`src/rtl/rename_regfile.sv`:
```
// Architectural register file with per-register rename status (busy + ROB tag).
// Define RF_COMMIT_BYPASS_EN to forward the committing value to the read ports.
module rename_regfile #(
  parameter int ROB_IDX_W = 4,
  parameter int XLEN      = 32
) (
  input  logic                 clk,
  input  logic                 rst,
  input  logic                 rdy,
  input  logic                 clear,
  input  logic                 commit_we,
  input  logic [4:0]           commit_rd,
  input  logic [XLEN-1:0]      commit_data,
  input  logic                 commit_release,
  output logic                 commit_busy,
  output logic [ROB_IDX_W-1:0] commit_tag,
  input  logic                 rename_we,
  input  logic [4:0]           rename_rd,
  input  logic [ROB_IDX_W-1:0] rename_tag,
  input  logic [4:0]           rs1_addr,
  output logic [XLEN-1:0]      rs1_value,
  output logic                 rs1_busy,
  output logic [ROB_IDX_W-1:0] rs1_tag,
  input  logic [4:0]           rs2_addr,
  output logic [XLEN-1:0]      rs2_value,
  output logic                 rs2_busy,
  output logic [ROB_IDX_W-1:0] rs2_tag
);

  logic [XLEN-1:0]      value [32];
  logic [ROB_IDX_W-1:0] tag   [32];
  logic [31:0]          busy;

  logic commit_hit;
  logic rename_hit;

  assign commit_hit = commit_we && (commit_rd != 5'd0);
  assign rename_hit = rename_we && (rename_rd != 5'd0);

  // Later assignments win: a rename overrides a same-cycle release, and clear
  // overrides both while still letting the commit value land.
  always_ff @(posedge clk) begin
    if (rst) begin
      busy <= '0;
      for (int i = 0; i < 32; i++) begin
        value[i] <= '0;
        tag[i]   <= '0;
      end
    end else if (rdy) begin
      if (commit_hit) begin
        value[commit_rd] <= commit_data;
        if (commit_release)
          busy[commit_rd] <= 1'b0;
      end
      if (clear) begin
        busy <= '0;
      end else if (rename_hit) begin
        busy[rename_rd] <= 1'b1;
        tag[rename_rd]  <= rename_tag;
      end
    end
  end

  assign commit_busy = busy[commit_rd];
  assign commit_tag  = tag[commit_rd];

  always_comb begin
    rs1_value = '0;
    rs1_busy  = 1'b0;
    rs1_tag   = '0;
    if (rs1_addr != 5'd0) begin
      rs1_value = value[rs1_addr];
      rs1_busy  = busy[rs1_addr];
      rs1_tag   = tag[rs1_addr];
`ifdef RF_COMMIT_BYPASS_EN
      if (commit_we && (rs1_addr == commit_rd)) begin
        rs1_value = commit_data;
        if (commit_release && !clear)
          rs1_busy = 1'b0;
      end
`endif
    end
  end

  always_comb begin
    rs2_value = '0;
    rs2_busy  = 1'b0;
    rs2_tag   = '0;
    if (rs2_addr != 5'd0) begin
      rs2_value = value[rs2_addr];
      rs2_busy  = busy[rs2_addr];
      rs2_tag   = tag[rs2_addr];
`ifdef RF_COMMIT_BYPASS_EN
      if (commit_we && (rs2_addr == commit_rd)) begin
        rs2_value = commit_data;
        if (commit_release && !clear)
          rs2_busy = 1'b0;
      end
`endif
    end
  end

endmodule

```
`config.mk`:
```
export PLATFORM = sky130hd
export DESIGN_NAME = rename_regfile
export DESIGN_NICKNAME = d
export VERILOG_FILES = /design/src/rtl/rename_regfile.sv
export SDC_FILE = /design/constraint.sdc
export NUM_CORES = 2
export LEC_CHECK = 0
export BUFFER_PORTS_ARGS = -buffer_cell sky130_fd_sc_hd__buf_2
export CORE_MARGIN = 5
export CORE_UTILIZATION = 50
export CTS_BUF_LIST = sky130_fd_sc_hd__clkbuf_4 sky130_fd_sc_hd__clkbuf_8
export DETAILED_ROUTE_END_ITERATION = 10
export PLACE_DENSITY = 0.66
export SLEW_MARGIN = 20
export SYNTH_ARGS = -nofsm -noshare
export SYNTH_HDL_FRONTEND = slang
export SYNTH_SLANG_ARGS = --single-unit
export TNS_END_PERCENT = 5
```
`constraint.sdc`:
```
create_clock -name clk -period 2.9 [get_ports clk]
set_clock_uncertainty 0.2 [all_clocks]
set_input_delay 0.29 -clock clk [delete_from_list [all_inputs] [get_ports clk]]
set_output_delay 0.29 -clock clk [all_outputs]
set_load 0.02 [all_outputs]
```
# Word-level counts from Yosys, hierarchy flattened

Memory sizes are Yosys's and may differ from the RTL's.
Index checks and enable logic that the tools add are counted.

Magnitude comparators: 6
Muxes and demuxes: 39
Bitwise gates (word level): 3
Reductions and logical operators: 10

Operators with widths:

| operator                                                                      | count |
|---|---|
| 32-bit two-way mux                                                            | 9 |
| 32-bit AND                                                                    | 1 |
| 32-bit NOT                                                                    | 1 |
| 32-bit bitwise OR                                                             | 1 |
| 32-bit OR reduction                                                           | 1 |
| 5-bit by 6-bit less-than comparator with 1-bit output (second input constant) | 4 |
| 1-bit two-way mux                                                             | 20 |
| 5-bit nonzero test                                                            | 4 |
| 1-bit binary-select mux with 5-bit select                                     | 3 |
| 4-bit two-way mux                                                             | 3 |
| 1-bit demux with 5-bit select                                                 | 2 |
| 5-bit by 1-bit >= comparator with 1-bit output (second input constant)        | 2 |
| 5-bit two-way mux                                                             | 2 |
| 1-bit logical AND                                                             | 4 |
| 4-bit OR reduction                                                            | 1 |

Flip-flop bits (word level): 32
RAM bits: 1152
Bits of input ports: 63
Output and inout bits: 79
Word-level logic and storage cells: 61
Memories: 2

Memories:

| memory | depth | bits a word | rd ports | clocked after Yosys merged registers in | wr ports | RTL line | source |
|---|---|---|---|---|---|---|---|
| value  | 32    | 32          | 2        | 0                                       | 32       | 30       | `logic [XLEN-1:0] value [32];` |
| tag    | 32    | 4           | 3        | 0                                       | 32       | 31       | `logic [ROB_IDX_W-1:0] tag [32];` |

# Logic depth before layout (Yosys ltp)

Depth in word-level cells: 13
Mapped depth: 8

# Least setup slack after synthesis

No wires, ideal clock.

Kind: input to output
Start: input rs1_addr[1]
End: output rs1_value[10]
Arrival: 1894 ps
Path slack: 516 ps
Cell stages on the path: 8
Buffers on the path: 4
Path through: buf_6 buf_12 nor2b_4 buf_6 buf_6 a221oi_2 o21ai_1 a311oi_1

Cells in the longest elaborated chain, start to end: 2
Elaborated cells between the ends (all ways): 3
Those cells by class: 1 x mux; 1 x reduce/logical; 1 x memory

Ends and longest elaborated chain:

| item                                                     | RTL line | source |
|---|---|---|
| from (decl)                                              | 20       | `input logic [4:0] rs1_addr,` |
| memory 32 x 32 bit or 5-bit nonzero test (tied branches) | -        |  |
| 32-bit two-way mux *                                     | 71       | `if (rs1_addr != 5'd0) begin` |
| to (decl)                                                | 21       | `output logic [XLEN-1:0] rs1_value,` |

Mark *: on every way between the ends. The rest lies on a longest branch, timed or not.

==> report_table.html <==
<table>
<tr><th>Metric</th><th>Value</th></tr>
<tr><th colspan="2">Logic synthesis</th></tr>
<tr><td>Netlist area before placement</td><td>0.0658 mm2</td></tr>
<tr><td>Synthesized-area fraction occupied by ao, oa, aoi and oai cells</td><td>5.84%</td></tr>
<tr><td>Register bit total from synthesis</td><td>1184</td></tr>
<tr><td>Post-synthesis mux area share</td><td>22.9%</td></tr>
<tr><td>Adder-cell share of the synthesized area</td><td>0%</td></tr>
<tr><td>Post-synth ARST share</td><td>0%</td></tr>
<tr><td>Number of cells produced by synthesis</td><td>4449</td></tr>
<tr><td>Sequential cell area fraction in the yosys report</td><td>53.5%</td></tr>
<tr><td>Dominant register cell in the synthesized netlist</td><td>sky130_fd_sc_hd__edfxtp_1</td></tr>
<tr><td>Dominant combinational cell family by area after synthesis</td><td>multiplexers</td></tr>
<tr><td>Syn Area/Cell</td><td>14.8 um2</td></tr>
<tr><td>Number of warnings reported in the yosys synthesis log</td><td>0</td></tr>
<tr><td>Number of enable-type register cells in the synthesized netlist</td><td>1152</td></tr>
<tr><td>Fraction of synthesized cell area in xor and xnor cells</td><td>0%</td></tr>
<tr><td>Basic-gate share of the synthesized area counting and, or, nand and nor cells</td><td>13.6%</td></tr>
<tr><td>Post-synth cell types</td><td>52</td></tr>
<tr><th colspan="2">Die</th></tr>
<tr><td>Full die area</td><td>0.139 mm2</td></tr>
<tr><td>Placement Rows</td><td>133</td></tr>
<tr><td>Io pins</td><td>142</td></tr>
<tr><td>Initial core utilization</td><td>50.2%</td></tr>
<tr><td>Core area</td><td>0.131 mm2</td></tr>
<tr><td>Vertical die dimension</td><td>373 um</td></tr>
<tr><td>Floorplan die width</td><td>373 um</td></tr>
<tr><th colspan="2">Power and ir drop</th></tr>
<tr><td>Power density relative to cell area</td><td>539 mW/mm2</td></tr>
<tr><td>Standby leakage power</td><td>26.8 nW</td></tr>
<tr><td>Peak supply drop</td><td>0.442 mV</td></tr>
<tr><th colspan="2">Critical path</th></tr>
<tr><td>Delay of the slowest cell on the worst path</td><td>0.49 ns</td></tr>
<tr><td>CP max-delay cell</td><td>sky130_fd_sc_hd__mux4_2</td></tr>
<tr><td>Sequence of cells on the critical path</td><td>mux4_2 -&gt; o2111ai_1 -&gt; a311oi_1 -&gt; buf_4 -&gt; buf_2</td></tr>
<tr><td>Crit path max-delay family</td><td>compound AO/OA/AOI/OAI gates</td></tr>
<tr><td>Worst setup EP type</td><td>output pin</td></tr>
<tr><td>Data required time at the worst endpoint</td><td>2.41 ns</td></tr>
<tr><td>Startpoint Class</td><td>register</td></tr>
<tr><td>Arrival @ worst endpoint</td><td>2.79 ns</td></tr>
<tr><td>Timing startpoint of the critical path</td><td>value[31][3]$_SDFFCE_PN0P_</td></tr>
<tr><td>Reg-to-reg startpoint</td><td>busy[12]$_SDFFE_PP0P_</td></tr>
<tr><td>Number of cells on the critical path</td><td>5</td></tr>
<tr><td>Critical path fanouts, max</td><td>2</td></tr>
<tr><td>Depth of the worst register-to-register path</td><td>3</td></tr>
<tr><td>Worst Path Buf+Inv</td><td>2</td></tr>
<tr><td>Critical path class</td><td>reg2out</td></tr>
<tr><th colspan="2">Finish</th></tr>
<tr><td>Post-layout net count</td><td>4899</td></tr>
<tr><td>Commonest non-fill, non-tap cell in the layout</td><td>sky130_fd_sc_hd__edfxtp_1</td></tr>
<tr><td>End-of-flow core utilization</td><td>58.2%</td></tr>
<tr><td>Synth-to-Final Area Change</td><td>15.9%</td></tr>
<tr><td>Share of layout cells above drive strength 1</td><td>34.4%</td></tr>
<tr><td>Final design area excluding fillers</td><td>0.0763 mm2</td></tr>
<tr><td>Commonest non-fill, non-tap cells in the layout</td><td>sky130_fd_sc_hd__edfxtp_1 (1152), sky130_fd_sc_hd__and2_1 (1118), sky130_fd_sc_hd__mux4_2 (516), sky130_fd_sc_hd__buf_4 (339), sky130_fd_sc_hd__clkbuf_8 (204)</td></tr>
<tr><th colspan="2">CTS</th></tr>
<tr><td>CTS tree</td><td>built</td></tr>
<tr><td>Clock buffer count from CTS</td><td>200</td></tr>
<tr><td>Clock latency at the later pin of the worst-skew pair</td><td>0.92 ns</td></tr>
<tr><td>Number of buffers between clock root and the deepest sink</td><td>3</td></tr>
<tr><td>H-tree level count</td><td>4</td></tr>
<tr><td>Library cell used as clock root buffer</td><td>sky130_fd_sc_hd__clkbuf_8</td></tr>
<tr><td>CTS sink cnt</td><td>1184</td></tr>
<tr><td>Clock edge transition at the registers on the reported setup and hold paths</td><td>0.06 ns</td></tr>
<tr><td>Post-CTS Setup Repair Bufs</td><td>0</td></tr>
<tr><th colspan="2">STA</th></tr>
<tr><td>Final number of setup-violating endpoints</td><td>78</td></tr>
<tr><td>Unrepaired setup endpoints after global routing</td><td>true</td></tr>
<tr><td>Number of hold violations in the final report</td><td>0</td></tr>
<tr><td>Portion of the clock cycle consumed by the worst path in the final layout</td><td>113%</td></tr>
<tr><td>Worst-case headroom to the max-slew limit</td><td>26.9%</td></tr>
<tr><td>Maximum achievable frequency</td><td>0.305 GHz</td></tr>
<tr><td>Min setup slack post-route</td><td>-0.379 ns</td></tr>
<tr><td>Max-slew violation total from the final report</td><td>0</td></tr>
<tr><td>Pin slew with the least headroom to its limit</td><td>1.10 ns</td></tr>
<tr><td>Worst hold slack</td><td>0.0846 ns</td></tr>
<tr><td>Tmin final</td><td>3.28 ns</td></tr>
<tr><td>Total negative slack for setup checks</td><td>-21.57 ns</td></tr>
<tr><th colspan="2">Place</th></tr>
<tr><td>Input/output buffers</td><td>141</td></tr>
<tr><td>Placement-stage worst setup slack</td><td>-0.299 ns</td></tr>
<tr><td>DP Area</td><td>0.0712 mm2</td></tr>
<tr><td>Placed wire-length estimate after detailed placement</td><td>143000 um</td></tr>
<tr><td>Final estimated routing congestion in global placement</td><td>0.925</td></tr>
<tr><th colspan="2">GRT</th></tr>
<tr><td>Vias in the first global route</td><td>44900</td></tr>
<tr><td>Total global routing overflow</td><td>0</td></tr>
<tr><td>Maximum number of pins on one net before global-route repair</td><td>100</td></tr>
<tr><td>Antenna violations before repair</td><td>15</td></tr>
<tr><td>Aggregate global-route resource usage</td><td>32.4%</td></tr>
<tr><td>Global-route wire length before repair</td><td>326000 um</td></tr>
<tr><th colspan="2">Status</th></tr>
<tr><td>Violated checks</td><td>setup timing</td></tr>
<tr><td>Run status</td><td>finished with violations</td></tr>
<tr><th colspan="2">Job</th></tr>
<tr><td>Max-cap check violation count</td><td>0</td></tr>
<tr><th colspan="2">Worst hold path</th></tr>
<tr><td>Source of the worst hold timing path</td><td>commit_we</td></tr>
<tr><td>Worst Hold Path Cells</td><td>5</td></tr>
<tr><td>Class of the worst hold path</td><td>in2reg</td></tr>
<tr><th colspan="2">Route</th></tr>
<tr><td>Residual DRC count</td><td>0</td></tr>
<tr><td>Total via count in the routed design</td><td>45300</td></tr>
<tr><td>Number of iterations in the first detailed-routing pass</td><td>6</td></tr>
<tr><td>Post-DR vias/cell</td><td>6.71</td></tr>
<tr><td>Detailed-route wire length</td><td>229000 um</td></tr>
<tr><td>Avg WL per Cell</td><td>34.0 um</td></tr>
<tr><td>Final ANT Viol Nets</td><td>0</td></tr>
<tr><td>Iteration-0 DRC Markers</td><td>7646</td></tr>
</table>
## stage by stage
| stage | power [W] | cells |
|---|---|---|
| 2_1_floorplan | 0.0237 | 4484 |
| 3_3_place_gp | 0.0261 | 6334 |
| 3_5_place_dp | 0.0262 | 6334 |
| 4_1_cts | 0.0410 | 6754 |
| 5_1_grt | 0.0423 | 6756 |
| 6_report | 0.0411 | 6757 |
## state kept, by name (all words and copies together), names as in the netlist
register and count:
tag 128, busy 32, value 1024
## tightest hold or removal path, cell delays in order
cell	delay, ns
sky130_fd_sc_hd__buf_2	0.12
sky130_fd_sc_hd__and3_1	0.22
sky130_fd_sc_hd__nand3_1	0.33
sky130_fd_sc_hd__o31ai_1	0.11
sky130_fd_sc_hd__a21oi_1	0.11
## metal layers
layer	part of all wire, %	GRT usage (%)
met5	0.015	0
met1	37	44.1
met2	46	49.4
met4	4.5	14.0
met3	13	9.08
## final timing paths
check                               end  slack [ns]
hold / removal    busy[20]$_SDFFE_PP0P_        0.08
setup reg to reg  busy[12]$_SDFFE_PP0P_        1.45
hold reg to reg    busy[0]$_SDFFE_PP0P_        0.26
setup / recovery           rs1_value[3]       -0.38
## power breakdown
part	total, W	leakage (nW)	switching [W]	internal, W
Clock	0.0149	2.07	0.00718	0.00775
Combinational	0.00604	13.5	0.00338	0.00266
Sequential	0.0202	11.2	0.000516	0.0196
## final cells by class
type,instances,area (um2)
fill,10300,54900
sequential,1184,35200
multi-input combinational,2809,28800
timing repair buffer,638,6110
clock buffer,274,3330
tap,1755,2200
clock inverter,91,572
inverter,3,16.3
antenna,3,7.51
## cells in the mapped netlist (4+ instances only)
cell type / number / area [um2]
sky130_fd_sc_hd__a211oi_1: 74 / 556
sky130_fd_sc_hd__a21oi_1: 31 / 155
sky130_fd_sc_hd__a221oi_1: 14 / 123
sky130_fd_sc_hd__a221oi_2: 40 / 601
sky130_fd_sc_hd__a22oi_1: 94 / 706
sky130_fd_sc_hd__a311oi_1: 74 / 648
sky130_fd_sc_hd__and2_1: 1120 / 7010
sky130_fd_sc_hd__buf_1: 6 / 22.5
sky130_fd_sc_hd__buf_12: 4 / 80.1
sky130_fd_sc_hd__buf_2: 68 / 340
sky130_fd_sc_hd__buf_4: 43 / 323
sky130_fd_sc_hd__buf_6: 65 / 732
sky130_fd_sc_hd__clkbuf_1: 290 / 1090
sky130_fd_sc_hd__clkbuf_2: 12 / 60.1
sky130_fd_sc_hd__dfxtp_1: 32 / 641
sky130_fd_sc_hd__edfxtp_1: 1152 / 34600
sky130_fd_sc_hd__mux2_2: 74 / 833
sky130_fd_sc_hd__mux2i_1: 148 / 1480
sky130_fd_sc_hd__mux4_1: 56 / 1470
sky130_fd_sc_hd__mux4_2: 502 / 11300
sky130_fd_sc_hd__nand2_1: 78 / 293
sky130_fd_sc_hd__nand2b_1: 6 / 37.5
sky130_fd_sc_hd__nand3_1: 4 / 20.0
sky130_fd_sc_hd__nand4_1: 7 / 43.8
sky130_fd_sc_hd__nor2_1: 69 / 259
sky130_fd_sc_hd__nor2b_1: 78 / 488
sky130_fd_sc_hd__nor3_1: 29 / 145
sky130_fd_sc_hd__o2111ai_1: 20 / 175
sky130_fd_sc_hd__o21ai_0: 74 / 370
sky130_fd_sc_hd__o21ai_1: 54 / 270
sky130_fd_sc_hd__o31ai_1: 31 / 233
sky130_fd_sc_hd__or2_2: 64 / 400
## kinds of logic (layout without fill, tap and decap cells)
group | Yosys count | count (layout)
AO/OA/AOI/OAI | 507 | 507
flip-flops | 1184 | 1184
buffers and inverters | 491 | 1006
multiplexers | 780 | 780
AND/OR/NAND/NOR | 1486 | 1486
other | 1 | 39
## what timing repair did
item | 4_1_cts | 5_1_grt
pin swaps | 11 | 24
endpoints found under the setup margin | 79 | 79
hold buffers | 60 | 0
gates resized for setup | 91 | 102
hold endpoints to repair | 1184 | 0
(Power assumes the default switching activity.)
